--- src/rtl/seq_array_ctrl_pkg.sv ---
// Shared types for the SequencerArray row controller: array geometry,
// the array opcode type and the constants the controller issues, and the
// command, status and controller state encodings.
package seq_array_ctrl_pkg;

    // Array geometry shared with the SequencerArray.
    localparam int TGT_BITS  = 16;
    localparam int ROW_BITS  = 64;
    localparam int GROUP_CNT = 8;

    // Array opcode type.
    localparam int OPCODE_BITS = 2;
    typedef logic [OPCODE_BITS-1:0] opcode_t;

    // Opcodes issued by the controller.
    localparam opcode_t OP_NOP   = opcode_t'(0);
    localparam opcode_t OP_SCAN  = opcode_t'(1);
    localparam opcode_t OP_WRITE = opcode_t'(2);

    typedef enum logic [1:0] {
        CMD_SCAN   = 2'd0,
        CMD_INSERT = 2'd1,
        CMD_READ   = 2'd2,
        CMD_RSVD   = 2'd3
    } cmd_kind_e;

    typedef enum logic [1:0] {
        ST_OK       = 2'd0,
        ST_ROW_FULL = 2'd1,
        ST_BAD_CMD  = 2'd2
    } rsp_status_e;

    typedef enum logic [2:0] {
        S_IDLE,
        S_FETCH,
        S_SCAN,
        S_WRITE,
        S_STORE,
        S_RESP
    } ctrl_state_e;

    // Largest of three latencies; sizes the shared wait counter.
    function automatic int max3(input int a, input int b, input int c);
        int m;
        m = (a > b) ? a : b;
        return (m > c) ? m : c;
    endfunction

endpackage

--- src/rtl/seq_array_ctrl_timer.sv ---
// seq_lat_timer: loadable down-counter. o_done is high for exactly one
// cycle, i_value cycles after the cycle in which i_load was asserted.
module seq_lat_timer #(
    parameter int CNT_BITS = 3
) (
    input  logic                clk,
    input  logic                reset,
    input  logic                i_load,
    input  logic [CNT_BITS-1:0] i_value,
    output logic                o_done
);

    logic [CNT_BITS-1:0] r_count;

    // Load the wait length, then count down to zero and park there.
    always_ff @(posedge clk) begin
        // NOTE: clocked state uses non-blocking assignments so every register
        // samples pre-edge values and simulation order cannot matter.
        if (reset) begin
            r_count <= '0;
        end else if (i_load) begin
            r_count <= i_value;
        end else if (r_count != '0) begin
            r_count <= r_count - CNT_BITS'(1);
        end
    end

    assign o_done = (r_count == CNT_BITS'(1));

endmodule

--- src/rtl/seq_array_ctrl.sv ---
// seq_array_ctrl: runs one command at a time through the SequencerArray:
// fetch a DRAM row, scan it against the target, and for inserts write the
// modified row back. Optional statistics counters are enabled by defining
// SEQ_CTRL_STATS_EN.
module seq_array_ctrl
    import seq_array_ctrl_pkg::*;
#(
    parameter int ADDR_BITS = 10,
    parameter int DRAM_LAT  = 2,
    parameter int SCAN_LAT  = 3,
    parameter int WR_LAT    = 1
) (
    input  logic                   clk,
    input  logic                   reset,
    input  logic                   cmdValid,
    output logic                   cmdReady,
    input  logic [1:0]             cmdKind,
    input  logic [ADDR_BITS-1:0]   cmdAddr,
    input  logic [TGT_BITS-1:0]    cmdTarget,
    output logic                   memRdEn,
    output logic                   memWrEn,
    output logic [ADDR_BITS-1:0]   memAddr,
    input  logic [ROW_BITS-1:0]    memRdData,
    output logic [ROW_BITS-1:0]    memWrData,
    output logic [OPCODE_BITS-1:0] seqOp,
    output logic [TGT_BITS-1:0]    seqTarget,
    output logic [ROW_BITS-1:0]    seqRow,
    input  logic [ROW_BITS-1:0]    arrRow,
    input  logic [GROUP_CNT-1:0]   arrMask,
    input  logic                   arrFull,
    output logic                   rspValid,
    output logic [GROUP_CNT-1:0]   rspMask,
    output logic [1:0]             rspStatus
`ifdef SEQ_CTRL_STATS_EN
    ,
    output logic [15:0]            statScans,
    output logic [15:0]            statInserts,
    output logic [15:0]            statFull
`endif
);

    localparam int MAX_LAT  = max3(DRAM_LAT, SCAN_LAT, WR_LAT);
    localparam int CNT_BITS = $clog2(MAX_LAT) + 1;

    generate
        if (DRAM_LAT < 1 || SCAN_LAT < 1 || WR_LAT < 1) begin : g_bad_lat
            $error("seq_array_ctrl: DRAM_LAT, SCAN_LAT and WR_LAT must all be >= 1");
        end
    endgenerate

    ctrl_state_e           r_state;
    ctrl_state_e           w_next;
    cmd_kind_e             r_kind;
    logic [ADDR_BITS-1:0]  r_addr;
    logic [TGT_BITS-1:0]   r_target;
    logic [ROW_BITS-1:0]   r_row;
    logic [GROUP_CNT-1:0]  r_scan_mask;
    logic [GROUP_CNT-1:0]  r_rsp_mask;
    rsp_status_e           r_rsp_status;
    logic                  r_issue;

    logic                  w_accept;
    logic                  w_rd_issue;
    logic                  w_timer_load;
    logic [CNT_BITS-1:0]   w_timer_value;
    logic                  w_timer_done;
    logic                  w_rsp_load;
    logic [GROUP_CNT-1:0]  w_rsp_mask;
    rsp_status_e           w_rsp_status;

    assign w_accept   = (r_state == S_IDLE) && cmdValid;
    // Strobes are masked while reset is high so an aborted command never
    // reaches DRAM or the requester, even in the reset cycle itself.
    assign w_rd_issue = !reset && w_accept && (cmd_kind_e'(cmdKind) != CMD_RSVD);

    seq_lat_timer #(
        .CNT_BITS (CNT_BITS)
    ) u_timer (
        .clk     (clk),
        .reset   (reset),
        .i_load  (w_timer_load),
        .i_value (w_timer_value),
        .o_done  (w_timer_done)
    );

    // Next-state, timer loads and the response to publish on entering RESP.
    always_comb begin
        // NOTE: every signal gets a default before the case so no path
        // leaves one unassigned and infers a latch.
        w_next        = r_state;
        w_timer_load  = 1'b0;
        w_timer_value = '0;
        w_rsp_load    = 1'b0;
        w_rsp_mask    = '0;
        w_rsp_status  = ST_OK;
        case (r_state)
            S_IDLE: begin
                if (cmdValid) begin
                    if (cmd_kind_e'(cmdKind) == CMD_RSVD) begin
                        w_next       = S_RESP;
                        w_rsp_load   = 1'b1;
                        w_rsp_status = ST_BAD_CMD;
                    end else begin
                        w_next        = S_FETCH;
                        w_timer_load  = 1'b1;
                        w_timer_value = CNT_BITS'(DRAM_LAT);
                    end
                end
            end
            S_FETCH: begin
                if (w_timer_done) begin
                    w_next = S_SCAN;
                end
            end
            S_SCAN: begin
                // The wait starts in the cycle the opcode is issued.
                if (r_issue) begin
                    w_timer_load  = 1'b1;
                    w_timer_value = CNT_BITS'(SCAN_LAT);
                end else if (w_timer_done) begin
                    if (r_kind == CMD_INSERT && !arrFull) begin
                        w_next = S_WRITE;
                    end else begin
                        w_next       = S_RESP;
                        w_rsp_load   = 1'b1;
                        w_rsp_mask   = arrMask;
                        w_rsp_status = (r_kind == CMD_INSERT) ? ST_ROW_FULL : ST_OK;
                    end
                end
            end
            S_WRITE: begin
                if (r_issue) begin
                    w_timer_load  = 1'b1;
                    w_timer_value = CNT_BITS'(WR_LAT);
                end else if (w_timer_done) begin
                    w_next = S_STORE;
                end
            end
            S_STORE: begin
                w_next       = S_RESP;
                w_rsp_load   = 1'b1;
                w_rsp_mask   = r_scan_mask;
                w_rsp_status = ST_OK;
            end
            S_RESP: begin
                w_next = S_IDLE;
            end
            default: begin
                w_next = S_IDLE;
            end
        endcase
    end

    // State, command latch, row buffer, scan capture and response registers.
    always_ff @(posedge clk) begin
        if (reset) begin
            r_state      <= S_IDLE;
            r_kind       <= CMD_SCAN;
            r_addr       <= '0;
            r_target     <= '0;
            r_row        <= '0;
            r_scan_mask  <= '0;
            r_rsp_mask   <= '0;
            r_rsp_status <= ST_OK;
            r_issue      <= 1'b0;
        end else begin
            r_state <= w_next;
            // One-cycle flag marking the first cycle of SCAN or WRITE.
            r_issue <= (w_next != r_state) && (w_next == S_SCAN || w_next == S_WRITE);
            if (w_accept) begin
                r_kind   <= cmd_kind_e'(cmdKind);
                r_addr   <= cmdAddr;
                r_target <= cmdTarget;
            end
            if (r_state == S_FETCH && w_timer_done) begin
                r_row <= memRdData;
            end
            if (r_state == S_SCAN && !r_issue && w_timer_done) begin
                r_scan_mask <= arrMask;
            end
            if (r_state == S_WRITE && !r_issue && w_timer_done) begin
                r_row <= arrRow;
            end
            if (w_rsp_load) begin
                r_rsp_mask   <= w_rsp_mask;
                r_rsp_status <= w_rsp_status;
            end
        end
    end

    // Opcode to the array: one issue cycle per SCAN/WRITE visit, NOP otherwise.
    always_comb begin
        seqOp = OP_NOP;
        if (!reset && r_issue && r_state == S_SCAN) begin
            seqOp = OP_SCAN;
        end else if (!reset && r_issue && r_state == S_WRITE) begin
            seqOp = OP_WRITE;
        end
    end

    assign cmdReady  = (r_state == S_IDLE);
    assign memRdEn   = w_rd_issue;
    assign memWrEn   = !reset && (r_state == S_STORE);
    assign memAddr   = w_rd_issue ? cmdAddr : r_addr;
    assign memWrData = r_row;
    assign seqRow    = r_row;
    assign seqTarget = r_target;
    assign rspValid  = !reset && (r_state == S_RESP);
    assign rspMask   = r_rsp_mask;
    assign rspStatus = r_rsp_status;

`ifdef SEQ_CTRL_STATS_EN
    logic [15:0] r_stat_scans;
    logic [15:0] r_stat_inserts;
    logic [15:0] r_stat_full;

    // Tally each completed command by outcome; counters stick at 0xFFFF.
    always_ff @(posedge clk) begin
        if (reset) begin
            r_stat_scans   <= '0;
            r_stat_inserts <= '0;
            r_stat_full    <= '0;
        end else if (r_state == S_RESP) begin
            if (r_rsp_status == ST_ROW_FULL) begin
                if (r_stat_full != 16'hFFFF) r_stat_full <= r_stat_full + 16'd1;
            end else if (r_rsp_status == ST_OK) begin
                if (r_kind == CMD_INSERT) begin
                    if (r_stat_inserts != 16'hFFFF) r_stat_inserts <= r_stat_inserts + 16'd1;
                end else begin
                    if (r_stat_scans != 16'hFFFF) r_stat_scans <= r_stat_scans + 16'd1;
                end
            end
        end
    end

    assign statScans   = r_stat_scans;
    assign statInserts = r_stat_inserts;
    assign statFull    = r_stat_full;
`endif

endmodule

--- config.mk ---
export PLATFORM = sky130hd
export DESIGN_NAME = seq_array_ctrl
export DESIGN_NICKNAME = d
export VERILOG_FILES = /design/src/rtl/seq_array_ctrl_pkg.sv /design/src/rtl/seq_array_ctrl_timer.sv /design/src/rtl/seq_array_ctrl.sv
export SDC_FILE = /design/constraint.sdc
export NUM_CORES = 1
export LEC_CHECK = 0
export ABC_CLOCK_PERIOD_IN_PS = 4000
export CAP_MARGIN = 20
export CORE_ASPECT_RATIO = 0.9
export CORE_UTILIZATION = 35
export CTS_BUF_LIST = sky130_fd_sc_hd__clkbuf_16
export DETAILED_ROUTE_END_ITERATION = 7
export PLACE_DENSITY = 0.76
export SKIP_CTS_REPAIR_TIMING = 1
export SLEW_MARGIN = 20
export SYNTH_ARGS = -nofsm -noshare
export SYNTH_HDL_FRONTEND = slang
export SYNTH_HIERARCHICAL = 1
export SYNTH_SLANG_ARGS = --single-unit
--- constraint.sdc ---
create_clock -name clk -period 4 [get_ports clk]
set_input_delay 1 -clock clk [delete_from_list [all_inputs] [get_ports clk]]
set_output_delay 1 -clock clk [all_outputs]
set_load 0.1 [all_outputs]
* Word-level counts from Yosys, hierarchy flattened *
Cells that the tools add are included.
W data, S select, Z words.

word-level totals
  bits in registers = 117
  latch bits = 0
  bits in writable memories = 0
  memory bits (read-only) = 0
  input bits = 168
  output and inout port bits = 170
  logic and storage cells = 89
  memories kept = 0

operators by class
  $add $sub $neg = 1
  multipliers = 0
  divide/modulo/power cells = 0
  $lt $le $gt $ge = 0
  equal/unequal tests = 12
  shift-type cells = 0
  multiplexer cells = 42
  bitwise gates (word level) = 0
  reduce and logical (&&, ||, !) cells = 24

operators with widths
  kind                   number
  $mux W64               2
  $mux W3                10
  $mux W8                3
  $pmux W8 S2            1
  $logic_and A1 B1 Y1    15
  $pmux W3 S5            1
  $mux W2                7
  $mux W1                13
  $eq A3 B2 Y1 const B   4
  $mux W10               1
  $eq A3 B1 Y1 const B   2
  $eq A3 B3 Y1 const B   2
  $pmux W2 S3            1
  $pmux W2 S2            1
  $reduce_bool A2 Y1     2
  $logic_not A1 Y1       3
  $logic_not A3 Y1       1
  $ne A3 B3 Y1           1
  $pmux W1 S3            1
  $reduce_bool A3 Y1     1
  $sub A3 B1 Y3 const B  1
  $eq A2 B1 Y1 const B   1
  $eq A2 B2 Y1 const B   1
  $ne A2 B2 Y1 const B   1
  other kinds (3)        3

* Longest topological paths before layout *
Gate-level depths: netlist (run 1).

  depth after elaboration = 9
  gate-level depth with buffers = 10
  gate-level depth less buffers = 7

* Hierarchy *
The synthesis (run 1) kept the hierarchy.

modules (own cells, without submodules)
  module          times used  cells an instance  area each (um2)
  seq_array_ctrl  1           621                5492.8
  seq_lat_timer   1           23                 224.0

* Least setup slack after synthesis (run 1) *
OpenSTA, ideal clock, no wires.

  path kind = in2out
  start = input port reset
  end = output port seqOp[1]
  arrival time = 3.654 ns
  setup slack = -0.654 ns
  cell stages on the path = 4
  path buffers = 3
  path through = clkbuf_1 -> clkbuf_1 -> buf_1 -> nor3_1

between the ends
  word-level cells in the longest chain between the ends = 5

ends and longest elaborated chain
  item                   line                                          RTL
  start: declaration     seq_array_ctrl.sv:14                          input logic reset,
  $logic_not A1 Y1 *     seq_array_ctrl.sv:194, seq_array_ctrl.sv:196
  $logic_and A1 B1 Y1 *  seq_array_ctrl.sv:194, seq_array_ctrl.sv:196
  $logic_and A1 B1 Y1    seq_array_ctrl.sv:196                         end else if (!reset && r_issue && r_state == S_WRITE) begin
  $mux W2                seq_array_ctrl.sv:196
  $mux W2 *              seq_array_ctrl.sv:194                         if (!reset && r_issue && r_state == S_SCAN) begin
  end: declaration       seq_array_ctrl.sv:25                          output logic [OPCODE_BITS-1:0] seqOp,

Every way passes the cells marked *; elsewhere a longest branch is shown, timed or not.

* Final worst setup path (run 1) *
  start = input port cmdValid
  end = output port memAddr[3]

between the ends
  word-level cells in the longest chain between the ends = 4

ends and longest elaborated chain
  item                              line                   RTL
  start: declaration                seq_array_ctrl.sv:15   input logic cmdValid,
  $logic_and A1 B1 Y1               seq_array_ctrl.sv:71   assign w_accept = (r_state == S_IDLE) && cmdValid;
  $logic_and A1 B1 Y1 (2 in a row)  seq_array_ctrl.sv:74   assign w_rd_issue = !reset && w_accept && (cmd_kind_e'(cmdKind) != CMD_RSVD);
  $mux W10                          seq_array_ctrl.sv:204  assign memAddr = w_rd_issue ? cmdAddr : r_addr;
  end: declaration                  seq_array_ctrl.sv:22   output logic [ADDR_BITS-1:0] memAddr,

No other way between the ends.

==> results of run 1 <==
[final cells by class]
cell class,count,area [um^2]
Clock buffer,17,425
Clock inverter,14,145
Fill cell,1354,6310
Inverter,17,63.8
Multi-Input combinational cell,399,2620
Sequential cell,117,2340
Tap cell,202,253
Timing Repair Buffer,344,3550
[layer usage]
metal	share of wire	vias up	wire length (um)	global-route usage
met5	0	-	0	0
met4	0.0098	0	184	0.0486
met3	0.10	13	1870	0.0935
met2	0.49	195	9090	0.367
met1	0.40	2449	7560	0.247
li1	-	2674	-	-
[state kept, by name, summed over array words and instances, names as in the netlist]
name             cells
memWrData           64
seqTarget           16
r_addr              10
r_scan_mask          8
rspMask              8
r_state              3
u_timer/r_count      3
r_kind               2
rspStatus            2
r_issue              1
[worst paths after layout]
kind                            cells past startpoint               start              to
worst max-delay path                                7            cmdValid      memAddr[3]
worst min register to register                      2      r_scan_mask[1]  r_scan_mask[1]
worst max register to register                      7  u_timer/r_count[1]    rspStatus[0]
worst min-delay path                                2      r_scan_mask[1]  r_scan_mask[1]
[critical path: cells and delay by family]
kind	cells	cell delay, ns
muxes	1	0.38
and+or+nand+nor	3	0.53
buffers and inverters	3	0.90
[layout by cell type (no fill, tap or decap), drive strengths merged, types with 2 or more instances in the layout]
cell             n
clkdlybuf4s50  320
dfxtp          117
nand2           83
a211oi          72
nor2            69
mux2i           65
a21oi           38
buf             24
inv             19
clkbuf          17
and2            11
mux2            10
a221oi          10
nor2b            7
clkinv           6
nor3             4
bufinv           3
clkinvlp         3
ha               3
nor4b            3
a2111oi          3
or3b             2
nor3b            2
nand3            2
a31oi            2
[kinds of logic after synthesis]
group           count (synthesis)  synth area share
flops                         117             0.410
fa+ha+maj                       3           0.00657
buf+inv                       128             0.137
other cells                     1          0.000656
mux                            75             0.134
simple gates                  190             0.151
compound gates                130             0.162
[power by group through the flow]
stage / logic (mW) / registers [mW] / clock network (mW)
after floorplan: 1.22 / 2.09 / 0
after global placement: 2.44 / 1.44 / 0
after detailed placement: 2.45 / 1.44 / 0
after CTS: 2.46 / 1.42 / 1.51
after global routing: 2.55 / 1.44 / 1.56
final: 2.46 / 1.42 / 1.48
[through the flow]
step	cells	worst slack, ns	utilization	instance area (um^2)
final	1110	0.179	0.598	9400
after global routing	1110	0.0302	0.598	9400
after CTS	1110	0.0835	0.598	9390
after detailed placement	1079	0.107	0.561	8820
after global placement	1079	0.205	0.561	8820
after floorplan	644	0.161	-	5720
==> metrics.txt, run 1 <==
outcome=complete, no violations; Initial Utilization=0.364; DR iter-0 viols=~200; worst skew pair latency=slightly above 0.4 ns; # diodes=0; DR pass1 iterations=4; antenna violations before repair=0; PwrDens=570 mW/mm^2; Final Skew=slightly above 0.005 ns; Yosys top cell by area=dfxtp_1; clock-pin transition on the worst setup and hold timing paths=around 0.05 ns; Final Total Pwr=5.36 mW; worst path arrival time=2.82 ns; first-pass GRT wire length=between 20 and 30 mm; CP peak stage delay=roughly 0.53 ns; mean area per synthesized cell=between 8 and 9 um^2; type of the most critical hold path=flip-flop to flip-flop; RSZ-0062 raised after global routing=false; Setup Crit Path Kind=input pin to primary output; total negative slack=0 ns; Achievable Freq=between 200 and 300 MHz; Tcrit/Tclk final=0.955; Core Area=approximately 0.016 mm^2; Worst Tran Pin Value=between 1 and 1.5 ns; Ports=about 340; reg-to-reg setup timing slack=around 1.7 ns; gpl congestion=slightly below 0.8; Via density=roughly 4.8; DRC errors left=0; Area Growth Syn to Fin=64.4%; Chip Height=around 120 um; clock network fraction of design power=0.276; Pint=approximately 3.0 mW; Startpoint Class=input pin; combinational power share=0.459; Worst IR Drop VDD=roughly 0.48 mV; drt wl/cell=about 17 um; Sw Share=0.445; clock tree from TritonCTS=yes; cts bufs inserted=17; count of final setup violators=0; clock sinks=between 100 and 150; DP Wirelength=13.7 mm; most frequent cell after synthesis=dfxtp_1; Sw Pwr=approximately 2.4 mW; Synth Instances=roughly 640; number of global-route vias before repair=about 5000; antenna viol nets, final=0; Synth area leaders=dfxtp_1 (41%), mux2i_1 (11%), a211oi_1 (9.5%), buf_4 (9.3%), nand2_1 (5.4%); Clock Tree Buf Depth=2; DRT Wirelength=between 15 and 20 mm; routed via count=approximately 5300; Synth top area share=0.410; Total GRT Usage=0.215; CTS H-tree depth=4; final hold violations=0; top cells by count, synth=dfxtp_1 (117), nand2_1 (83), a211oi_1 (72); die area=between 0.015 and 0.02 mm^2; maxcap violations=0; top_reg_cell synth=dfxtp_1; ys async rst share=0; CP required=~3.0 ns; Root Buffer=clkbuf_16; post-synth cell types=44; # nets final=1067; Flop pwr share=0.265; Seq/Total Area, Yosys=0.410; grt ovf=0; largest net degree at the start of global routing=75; worst-path cell with the longest stage delay=clkdlybuf4s50_1; final hold slack=roughly 0.45 ns; Yosys warnings=6; number of synthesized flops with an enable pin=0; share of layout cells above drive strength 1=0.0683; Synthesized Nets=roughly 820; flops & latches, synth=117; worst-path fanout max=11; minimum clock period=~3.8 ns; synthesized area=between 0.005 and 0.006 mm^2; row count=between 40 and 50; Slew Limit Fails=0; crit path cell chain=clkdlybuf4s50_1 -> nor4b_4 -> nand2_2 -> nor2_1 -> buf_6 -> mux2_1 -> buf_12; P_leak=roughly 3.3 nW; Worst slew margin=0.298; Die Wd=roughly 140 um; Port Buffers=~340; CP Capture Type=primary output
Note: power is estimated with default switching activity, not from simulation.
==> run 2: changes to the inputs <==
Settings changed: CORE_MARGIN set to 2.
==> run 2 against run 1 <==
  * Critical endpoint is now memAddr[1]
  * Critical path depth unchanged
  * Power up 1.9%
  * Global-route usage down 0.19 points
  * Utilization down 1.2 points
  * Largest power group unchanged
  * Sequential cell count unchanged
  * Setup slack worse by 0.037 ns
  * Fmax down 0.95%
  * Final cell count up 0.54%
  * Clock skew about the same
  * First-iteration DRC count up 14%
  * Via count down 0.21%
  * Largest cell class unchanged
==> metrics.txt, run 2 (synthesized netlist as in run 1, its figures left out) <==
outcome=complete, no violations; largest net degree at the start of global routing=slightly above 70; CP Capture Type=primary output; Sw Share=0.442; combinational power share=0.449; die area=around 0.017 mm^2; clock network fraction of design power=0.291; Worst IR Drop VDD=around 0.38 mV; total negative slack=0 ns; Slew Limit Fails=0; DRT Wirelength=between 15 and 20 mm; clock sinks=~120; antenna violations before repair=0; share of layout cells above drive strength 1=0.0748; number of global-route vias before repair=roughly 5200; grt ovf=0; leading cell type in the layout, fill and taps excluded=clkdlybuf4s50_1; max reg flops=between 60 and 70; clock-pin transition on the worst setup and hold timing paths=roughly 0.060 ns; drt wl/cell=roughly 17 um; commonest cells after routing, fill and taps aside=clkdlybuf4s50_1 (319), dfxtp_1 (117), nand2_1 (83); row count=between 40 and 50; final core utilization=0.586; Area Growth Syn to Fin=64.7%; Setup Crit Path Kind=input pin to primary output; Worst Tran Pin Value=1.08 ns; Final Skew=between 0.005 and 0.006 ns; worst-path fanout max=11; RSZ-0062 raised after global routing=false; maxcap violations=0; worst skew pair latency=about 0.41 ns; clock tree from TritonCTS=yes; PwrDens=just under 600 mW/mm^2; type of the most critical hold path=flip-flop to flip-flop; Port Buffers=337; first-pass GRT wire length=roughly 30 mm; P_leak=between 3 and 4 nW; Clock Tree Buf Depth=2; Core Area=between 0.015 and 0.02 mm^2; Tcrit/Tclk final=0.964; Pint=slightly above 3 mW; routed via count=roughly 5300; Via density=~4.8; Worst slew margin=0.279; minimum clock period=between 3 and 4 ns; Root Buffer=clkbuf_16; # nets final=around 1100; CP required=around 3.0 ns; # diodes=0; Die Wd=~140 um; gpl congestion=about 0.8; worst path arrival time=2.86 ns; cts bufs inserted=17; Initial Utilization=0.356; DR pass1 iterations=4; Startpoint Class=input pin; final hold violations=0; DP Wirelength=between 10 and 15 mm; DRC errors left=0; Total GRT Usage=0.213; CTS H-tree depth=4; antenna viol nets, final=0; Achievable Freq=259 MHz; Sw Pwr=approximately 2.4 mW; Flop pwr share=0.260; Chip Height=125 um; Ports=about 340; DR iter-0 viols=around 230; count of final setup violators=0
==> run 2: changes by cell type in the layout (fill, tap and decap cells not counted), sizes merged <==
| cell | change |
|---|---|
| bufinv | +1 |
| clkinv | -2 |
| buf | +2 |
| clkdlybuf4s50 | -1 |
| clkinvlp | +1 |
==> run 2: metal layers <==
layer	track usage	routed length, um	vias to the layer above
li1	-	-	2673
met1	0.256	7910	2427
met2	0.361	9230	200
met3	0.0804	1560	20
met4	0.0547	228	0
met5	0	0	-
==> run 2: cell type report <==
class	count	area, um^2
clock buffer	17	425
clock inverter	14	186
fill	1445	6660
inverter	17	63.8
multi-input combinational	399	2620
sequential	117	2340
tap	207	259
timing repair buffer	345	3530
==> run 2: final timing paths <==
check | start | end | slack (ns) | depth (start not counted)
worst max-delay path | cmdValid | memAddr[1] | 0.14 | 7
worst min-delay path | r_scan_mask[1] | r_scan_mask[1] | 0.45 | 2
worst max register to register | u_timer/r_count[1] | rspStatus[0] | 1.65 | 7
worst min register to register | r_scan_mask[1] | r_scan_mask[1] | 0.45 | 2
==> run 2: worst max-delay path, cell delays in order <==
cell	delay, ns
clkdlybuf4s50_1	0.54
nor4b_4	0.26
nand2_1	0.15
nor2_1	0.11
buf_4	0.22
mux2_1	0.39
buf_12	0.18
==> run 2: per-stage QoR <==
stage          setup slack, ns  instances  area [um^2]  power [mW]  hold WS, ns
2_1_floorplan            0.161        644         5720        3.31        0.432
3_3_place_gp             0.268       1085         8810        3.88        0.431
3_5_place_dp             0.195       1085         8810        3.89        0.446
5_1_grt                 0.0559       1116         9420        5.67        0.470
6_report                 0.142       1116         9420        5.46        0.449
4_1_cts                  0.151       1116         9420        5.50        0.453
==> run 2: power groups by stage <==
stage / combinational (mW) / sequential (mW) / clock [mW]
after floorplan: 1.22 / 2.09 / 0
after global placement: 2.44 / 1.44 / 0
after detailed placement: 2.45 / 1.44 / 0
after CTS: 2.46 / 1.42 / 1.62
after global routing: 2.55 / 1.44 / 1.68
final: 2.45 / 1.42 / 1.59
